## src/rtl/mem_arb_pkg.sv

```systemverilog
// Shared definitions for the main-memory access arbiter: FSM encoding,
// owner codes and default widths.
package mem_arb_pkg;

   typedef enum logic [1:0] {
      IDLE  = 2'd0,
      ISSUE = 2'd1,
      WAIT  = 2'd2,
      DONE  = 2'd3
   } state_t;

   localparam logic OWNER_FETCH = 1'b0;
   localparam logic OWNER_DATA  = 1'b1;

   localparam int DEF_DATA_W     = 64;
   localparam int DEF_ADDR_W     = 5;
   localparam int DEF_MAX_STREAK = 4;

endpackage

```

## src/rtl/mem_arb_priority.sv

```systemverilog
// Winner select between fetch and data requesters, plus the data-grant
// streak counter that bounds how long fetch can be starved.
module mem_arb_priority
   import mem_arb_pkg::*;
#(
   parameter int MAX_STREAK = DEF_MAX_STREAK
) (
   input  logic clk,
   input  logic rst_n,
   input  logic f_req,
   input  logic d_req,
   input  logic grant,
   output logic win
);

   localparam int STREAK_W = $clog2(MAX_STREAK + 1);
   localparam logic [STREAK_W-1:0] STREAK_MAX = STREAK_W'(MAX_STREAK);

   logic [STREAK_W-1:0] streak;

   // Data is preferred unless fetch is waiting and the streak has run out.
   always_comb begin
      win = OWNER_FETCH;
      if (d_req && !(f_req && (streak == STREAK_MAX))) begin
         win = OWNER_DATA;
      end
   end

   // Count consecutive data grants that left fetch waiting; any other grant clears.
   always_ff @(posedge clk) begin
      if (!rst_n) begin
         streak <= '0;
      end else if (grant) begin
         if ((win == OWNER_DATA) && f_req) begin
            if (streak != STREAK_MAX) begin
               streak <= streak + 1'b1;
            end
         end else begin
            streak <= '0;
         end
      end
   end

endmodule

```

## src/rtl/mem_access_arbiter.sv

```systemverilog
// Sequences fetch and load/store traffic onto the single-port main memory:
// one command per transaction, fixed four-cycle turnaround, registered outputs.
module mem_access_arbiter
   import mem_arb_pkg::*;
#(
   parameter int DATA_W     = DEF_DATA_W,
   parameter int ADDR_W     = DEF_ADDR_W,
   parameter int MAX_STREAK = DEF_MAX_STREAK
) (
   input  logic              clk,
   input  logic              rst_n,
   input  logic              f_req,
   input  logic [ADDR_W-1:0] f_addr,
   output logic              f_ack,
   output logic [DATA_W-1:0] f_rdata,
   input  logic              d_req,
   input  logic              d_we,
   input  logic [ADDR_W-1:0] d_addr,
   input  logic [DATA_W-1:0] d_wdata,
   output logic              d_ack,
   output logic [DATA_W-1:0] d_rdata,
   output logic              mem_read,
   output logic              mem_write,
   output logic [ADDR_W-1:0] mem_addr,
   output logic [DATA_W-1:0] mem_wdata,
   input  logic [DATA_W-1:0] mem_rdata,
   output logic              busy,
   output logic              owner
);

   state_t state, state_n;

   logic              we_l, we_n;
   logic              grant, win;
   logic              mem_read_n, mem_write_n;
   logic [ADDR_W-1:0] mem_addr_n;
   logic [DATA_W-1:0] mem_wdata_n;
   logic              owner_n, busy_n;
   logic              f_ack_n, d_ack_n;
   logic [DATA_W-1:0] f_rdata_n, d_rdata_n;

   mem_arb_priority #(
      .MAX_STREAK (MAX_STREAK)
   ) u_prio (
      .clk   (clk),
      .rst_n (rst_n),
      .f_req (f_req),
      .d_req (d_req),
      .grant (grant),
      .win   (win)
   );

   // Next-state and next-output logic; every output is then registered.
   always_comb begin
      state_n     = state;
      we_n        = we_l;
      grant       = 1'b0;
      mem_read_n  = 1'b0;
      mem_write_n = 1'b0;
      mem_addr_n  = mem_addr;
      mem_wdata_n = mem_wdata;
      owner_n     = owner;
      f_ack_n     = 1'b0;
      d_ack_n     = 1'b0;
      f_rdata_n   = f_rdata;
      d_rdata_n   = d_rdata;
      case (state)
         IDLE: begin
            if (f_req || d_req) begin
               grant   = 1'b1;
               owner_n = win;
               if (win == OWNER_DATA) begin
                  mem_addr_n  = d_addr;
                  mem_wdata_n = d_wdata;
                  we_n        = d_we;
               end else begin
                  mem_addr_n  = f_addr;
                  we_n        = 1'b0;
               end
               mem_read_n  = !we_n;
               mem_write_n = we_n;
               state_n     = ISSUE;
            end
         end
         ISSUE: begin
            state_n = WAIT;
         end
         WAIT: begin
            // Memory output is valid now, one cycle after the read was presented.
            if (owner == OWNER_DATA) begin
               d_rdata_n = mem_rdata;
               d_ack_n   = 1'b1;
            end else begin
               f_rdata_n = mem_rdata;
               f_ack_n   = 1'b1;
            end
            state_n = DONE;
         end
         DONE: begin
            state_n = IDLE;
         end
         default: begin
            state_n = IDLE;
         end
      endcase
      busy_n = (state_n != IDLE);
   end

   // FSM state register.
   always_ff @(posedge clk) begin
      if (!rst_n) begin
         state <= IDLE;
      end else begin
         state <= state_n;
      end
   end

   // Command latches, response registers and status outputs.
   always_ff @(posedge clk) begin
      if (!rst_n) begin
         we_l      <= 1'b0;
         mem_read  <= 1'b0;
         mem_write <= 1'b0;
         mem_addr  <= '0;
         mem_wdata <= '0;
         owner     <= OWNER_FETCH;
         busy      <= 1'b0;
         f_ack     <= 1'b0;
         d_ack     <= 1'b0;
         f_rdata   <= '0;
         d_rdata   <= '0;
      end else begin
         we_l      <= we_n;
         mem_read  <= mem_read_n;
         mem_write <= mem_write_n;
         mem_addr  <= mem_addr_n;
         mem_wdata <= mem_wdata_n;
         owner     <= owner_n;
         busy      <= busy_n;
         f_ack     <= f_ack_n;
         d_ack     <= d_ack_n;
         f_rdata   <= f_rdata_n;
         d_rdata   <= d_rdata_n;
      end
   end

endmodule

```

## config.mk

```make
export PLATFORM = sky130hd
export DESIGN_NAME = mem_access_arbiter
export DESIGN_NICKNAME = d
export VERILOG_FILES = /design/src/rtl/mem_arb_pkg.sv /design/src/rtl/mem_arb_priority.sv /design/src/rtl/mem_access_arbiter.sv
export SDC_FILE = /design/constraint.sdc
export NUM_CORES = 1
export LEC_CHECK = 0
export ABC_AREA = 1
export CORE_UTILIZATION = 34
export CTS_BUF_LIST = sky130_fd_sc_hd__clkbuf_16
export DETAILED_ROUTE_END_ITERATION = 6
export GPL_ROUTABILITY_DRIVEN = 0
export GPL_TIMING_DRIVEN = 0
export HOLD_SLACK_MARGIN = 0.08
export PLACE_DENSITY_LB_ADDON = 0.05
export SLEW_MARGIN = 20
export SYNTH_ARGS = -nofsm -noshare
export SYNTH_HDL_FRONTEND = slang
export SYNTH_SLANG_ARGS = --single-unit
```

## constraint.sdc

```tcl
create_clock -name clk -period 4.1 [get_ports clk]
set_input_delay 1.23 -clock clk [delete_from_list [all_inputs] [get_ports clk]]
set_output_delay 1.23 -clock clk [all_outputs]
set_load 0.05 [all_outputs]
```

[Yosys cells after proc, flatten, opt, wreduce, memory -nomap -nowiden]
Cells that the tools add are included.
Word-level totals
  bits of input ports: 143
  output and inout port bits: 203
  word-level logic and storage cells: 48
  register bits: 208
Operators by class
  muxes and demuxes: 13
  $add $sub $neg: 1
  equal/unequal tests: 6
  bitwise logic cells: 1
  reductions and logical operators: 15
Operator list (count)
  2-bit AND reduction: 5
  1-bit two-way mux: 8
  2-bit one-hot mux with 4 select lines: 1
  3-bit two-way mux: 2
  3-bit AND reduction: 2
  5-bit two-way mux: 1
  2-bit == test, second input constant: 2
  3-bit by 1-bit adder with 3-bit output, second input constant: 1
  3-bit == test, second input constant: 1
  1-bit logical AND: 3
  3-bit inequality test, second input constant: 1
  2-bit by 1-bit == test with 1-bit output, second input constant: 1
  1-bit zero test: 2
  2-bit zero test: 1
  2-bit two-way mux: 1
  2-bit inequality test, second input constant: 1
  2-bit nonzero test: 1
  1-bit logical OR: 1
  1-bit inverter: 1

[Depth between registers and ports, before layout]
Gate-level depths: netlist (run 1).
  depth after elaboration: 9
  gate-level depth with buffers: 9
  gate-level depth less buffers: 8

[By module]
A second synthesis (run 1) with hierarchy kept.
Unflattened totals
  cell total of the unflattened synthesis: 1201
  area total of the unflattened synthesis: 8414.3 µm²
By module, submodules not included
  mem_access_arbiter: sequential area each 4103.9 µm², cells each 1179, area each 8251.7 µm², instances 1
  mem_arb_priority: sequential area each 60.1 µm², cells each 22, area each 162.7 µm², instances 1

[Worst setup path before layout (run 1)]
OpenSTA, ideal clock, no wires.
  path kind: input to register
  start: input d_req
  end: register mem_addr[0]
  required time: 3.982 ns
  stages: 6
  library setup time: 0.118 ns
  slack: 2.030 ns
  data arrival time: 1.952 ns
  cell sequence: buf_2 -> nor2_1 -> nor2_4 -> buf_2 -> o21ai_0 -> nor2_1
Between the ends
  cells in the longest elaborated chain, start to end: 3
RTL lines
  start: declaration: line mem_access_arbiter.sv:16  | input logic d_req,
  1-bit logical AND: line mem_arb_priority.sv:24  | if (d_req && !(f_req && (streak == STREAK_MAX))) begin
  1-bit two-way mux: line mem_arb_priority.sv:24
  5-bit two-way mux: line mem_access_arbiter.sv:72  | if (win == OWNER_DATA) begin
  end signal: assignment: line mem_access_arbiter.sv:136  | mem_addr <= mem_addr_n;
  end: declaration: line mem_access_arbiter.sv:24  | output logic [ADDR_W-1:0] mem_addr,
Several ways; a longest one is shown, not always the timed one.
A chain may end at the register's enable or synchronous reset.

[Final worst setup path (run 1)]
  start: register owner
  end: output owner
RTL lines
  start: declaration: line mem_access_arbiter.sv:28  | output logic owner
  start signal: assignment: line mem_access_arbiter.sv:138  | owner <= owner_n;
No word-level cell between the ends.

==> results of run 1 <==
==> placed cells by master, fill, tap and decap left out, types with 6 or more instances in the layout <==
| cell | synthesis | routed |
|---|---|---|
| clkdlybuf4s50_1 | 0 | 344 |
| o21ai_1 | 10 | 10 |
| clkbuf_16 | 0 | 25 |
| buf_2 | 24 | 24 |
| buf_6 | 6 | 6 |
| clkbuf_1 | 46 | 46 |
| a21oi_1 | 71 | 71 |
| o21ai_0 | 125 | 125 |
| dfxtp_1 | 208 | 208 |
| nand3_1 | 10 | 10 |
| nand4_1 | 64 | 64 |
| nand2_1 | 86 | 86 |
| inv_1 | 17 | 26 |
| nor2_1 | 274 | 274 |
==> sequential cells by signal (all words and copies together), names as in the netlist <==
name           cells
mem_addr           5
busy               1
d_rdata           64
f_ack              1
mem_write          1
mem_read           1
f_rdata           64
mem_wdata         64
owner              1
d_ack              1
u_prio.streak      3
state              2
==> synthesized netlist by cell type, drive strengths merged <==
cell type  count  area, µm²
dfxtp        208       4160
a21oi         71        355
buf           35        221
o21ai        135        676
nor2         275       1040
a31oi          1       6.26
inv           19       71.3
clkbuf        46        173
ha             4       50.1
nand2         86        323
nand4         64        400
nand3         11       60.1
==> cells by family after synthesis <==
logic type | after synthesis
compound gates | 207
fa+ha+maj | 4
buf+inv | 100
flops | 208
simple gates | 436
==> area by class of cell <==
type                            count  area [µm²]  share of cell area (%)
Clock buffer                       25         626                    5.21
Buffer                             81         394                    3.28
Sequential cell                   208        4160                    34.6
Timing Repair Buffer              344        3440                    28.7
Clock inverter                     15        58.8                   0.489
Inverter                           19        71.3                   0.593
Multi-Input combinational cell    647        2910                    24.2
Tap cell                          280         350                    2.92
==> power by group <==
group / switching (mW) / total [mW] / internal [mW]
registers: 0.215 / 2.70 / 2.48
clock network: 0.801 / 1.89 / 1.08
logic: 2.63 / 3.89 / 1.26
==> final timing paths <==
kind / to / slack [ns] / cells after the start
max reg2reg: f_rdata[61] / 2.39 / 8
min reg2reg: mem_wdata[32] / 0.46 / 2
min: mem_wdata[32] / 0.46 / 2
max: owner / 1.13 / 1
==> metrics by stage <==
| step | setup WS [ns] | cell area, µm² |
|---|---|---|
| 2_1_floorplan | 2.03 | 7540 |
| 3_3_place_gp | 1.32 | 11300 |
| 3_5_place_dp | 1.29 | 11300 |
| 4_1_cts | 1.12 | 12000 |
| 5_1_grt | 1.09 | 12000 |
| 6_report | 1.13 | 12000 |
==> per-layer routing <==
layer	routed length (µm)	share of wire (%)	vias up	global-route usage [%]
met5	0	0	-	0
met3	2680	11	36	7.65
li1	-	-	3895	-
met2	11900	47	264	35.9
met1	10200	40	3427	24.9
met4	514	2.0	0	5.70
==> flow_summary.toml, run 1 <==
[hold_path]
hold_path_class = "reg2reg"
hp-start = "mem_wdata[32]"

[power_and_ir_drop]
power.leakage_nw = 4.60
p_per_area_mw_per_mm2 = 705
ir_drop_v = 0.000407
fin_total_pwr_mw = 8.47

[route]
routedWlPerCell_um = 15.6
avgViaCountPerCell = 4.71
vias = 7622
ant_nets = 0
dr.pass1.iters = 5
drc = 0
first_iter_violations = 283
drt-total-wl_mm = 25.3

[clock_network]
htreeDepth = 1
cts_resized = 0
post_cts_buffers = 0
cts_buffers = 24
cts_buffer_depth = 3
cts_root_buffer = "clkbuf_16"
clk_latency_ns = 0.50
clock-sinks = 208
cts_tree = "yes"
path_clk_slew_ns = 0.06
cts_hold_buf = 0

[grt]
grt_pass1_vias = 7050
grt_max_degree = 12
grt_pass1_wl_mm = 37.8
antenna_found_initial = 0
grtUsageTotal_pct = 21.1
grt_overflow = 0

[critical_path]
arrival_ns = 1.74
crit_family = "buffers and inverters"
cp.required_ns = 2.87
crit_type = "reg2out"
cp_max_fo = 4
startpoint_type = "flip-flop"
rr_startpoint = "state[0]"
cp_slowest_cell = "clkdlybuf4s50_1"
cp_num_buf_inv = 1
crit_chain = "clkdlybuf4s50_1"
cpPeakStageDelay_ns = 0.85
endpoint_kind = "output pin"
crit_start = "owner"

[final_layout]
final_net_count = 1472
num_antenna_cells = 0
fillers = 2099
drive_above_1_share_pct = 4.85
final_cells = 1619
area_delta_synth_final_pct = 59.4
fin_util_pct = 55.2

[yosys]
synth_compound_area_share_pct = 13.8
yosys-mux-area-fraction_pct = 0
seq_area_frac_synth_pct = 55.2
syn_area_mm2 = 0.00754
synth_top_family_by_area = "simple AND/OR/NAND/NOR gates"
synthAdderAreaFrac_pct = 0.664
yosys_warnings = 0
synthSimpleGateAreaFrac_pct = 24.2
ys_ff_latch = 208
syn_area_per_cell_um2 = 7.90
synth_cell_types = 19
syn_inst = 955
syn-num-nets = 1102
synth_xor_area_share_pct = 0

[place]
place.detailed.hpwl_mm = 18.6
portBuffers = 344
dp.cells = 1579

[floorplanning]
die_area_mm2 = 0.0228
start_util_pct = 34.7
design.core.area_mm2 = 0.0218
pin_count = 346
fp.dieW_um = 151
die-height_um = 151
rows = 54

[sta]
fin_tns_setup_ns = 0
timing.final.crit_share_pct = 72.3
skew_ns = 0.0143
max_slew.worst_pin.slew_ns = 0.589
finalSetupViolations = 0
hold_viol_final = 0
fin_crit_ns = 2.97
whs_ns = 0.457
rsz0062_at_grt = "false"
slew_violations = 0
slew_headroom_pct = 60.6
clock.fmax_mhz = 337

[job]
cap_violations = 0

[run_status]
status = "finished clean"
(Power assumes the default switching activity.)
==> run 2: changes to the inputs <==
==> constraint.sdc (replaced) <==
create_clock -name clk -period 2.6 [get_ports clk]
set_input_delay 0.78 -clock clk [delete_from_list [all_inputs] [get_ports clk]]
set_output_delay 0.78 -clock clk [all_outputs]
set_load 0.05 [all_outputs]
==> results of run 2 <==
The final DEF is identical to that of run 1. Status: finished clean.
Among the figures that moved: setup slack after placement 1.29 ns -> 0.244 ns; setup slack after layout 1.13 ns -> 0.0842 ns; register-to-register setup slack 2.39 ns -> 0.89 ns; total power 8.47 mW -> 13.4 mW; worst IR drop on VDD 0.000407 V -> 0.000642 V
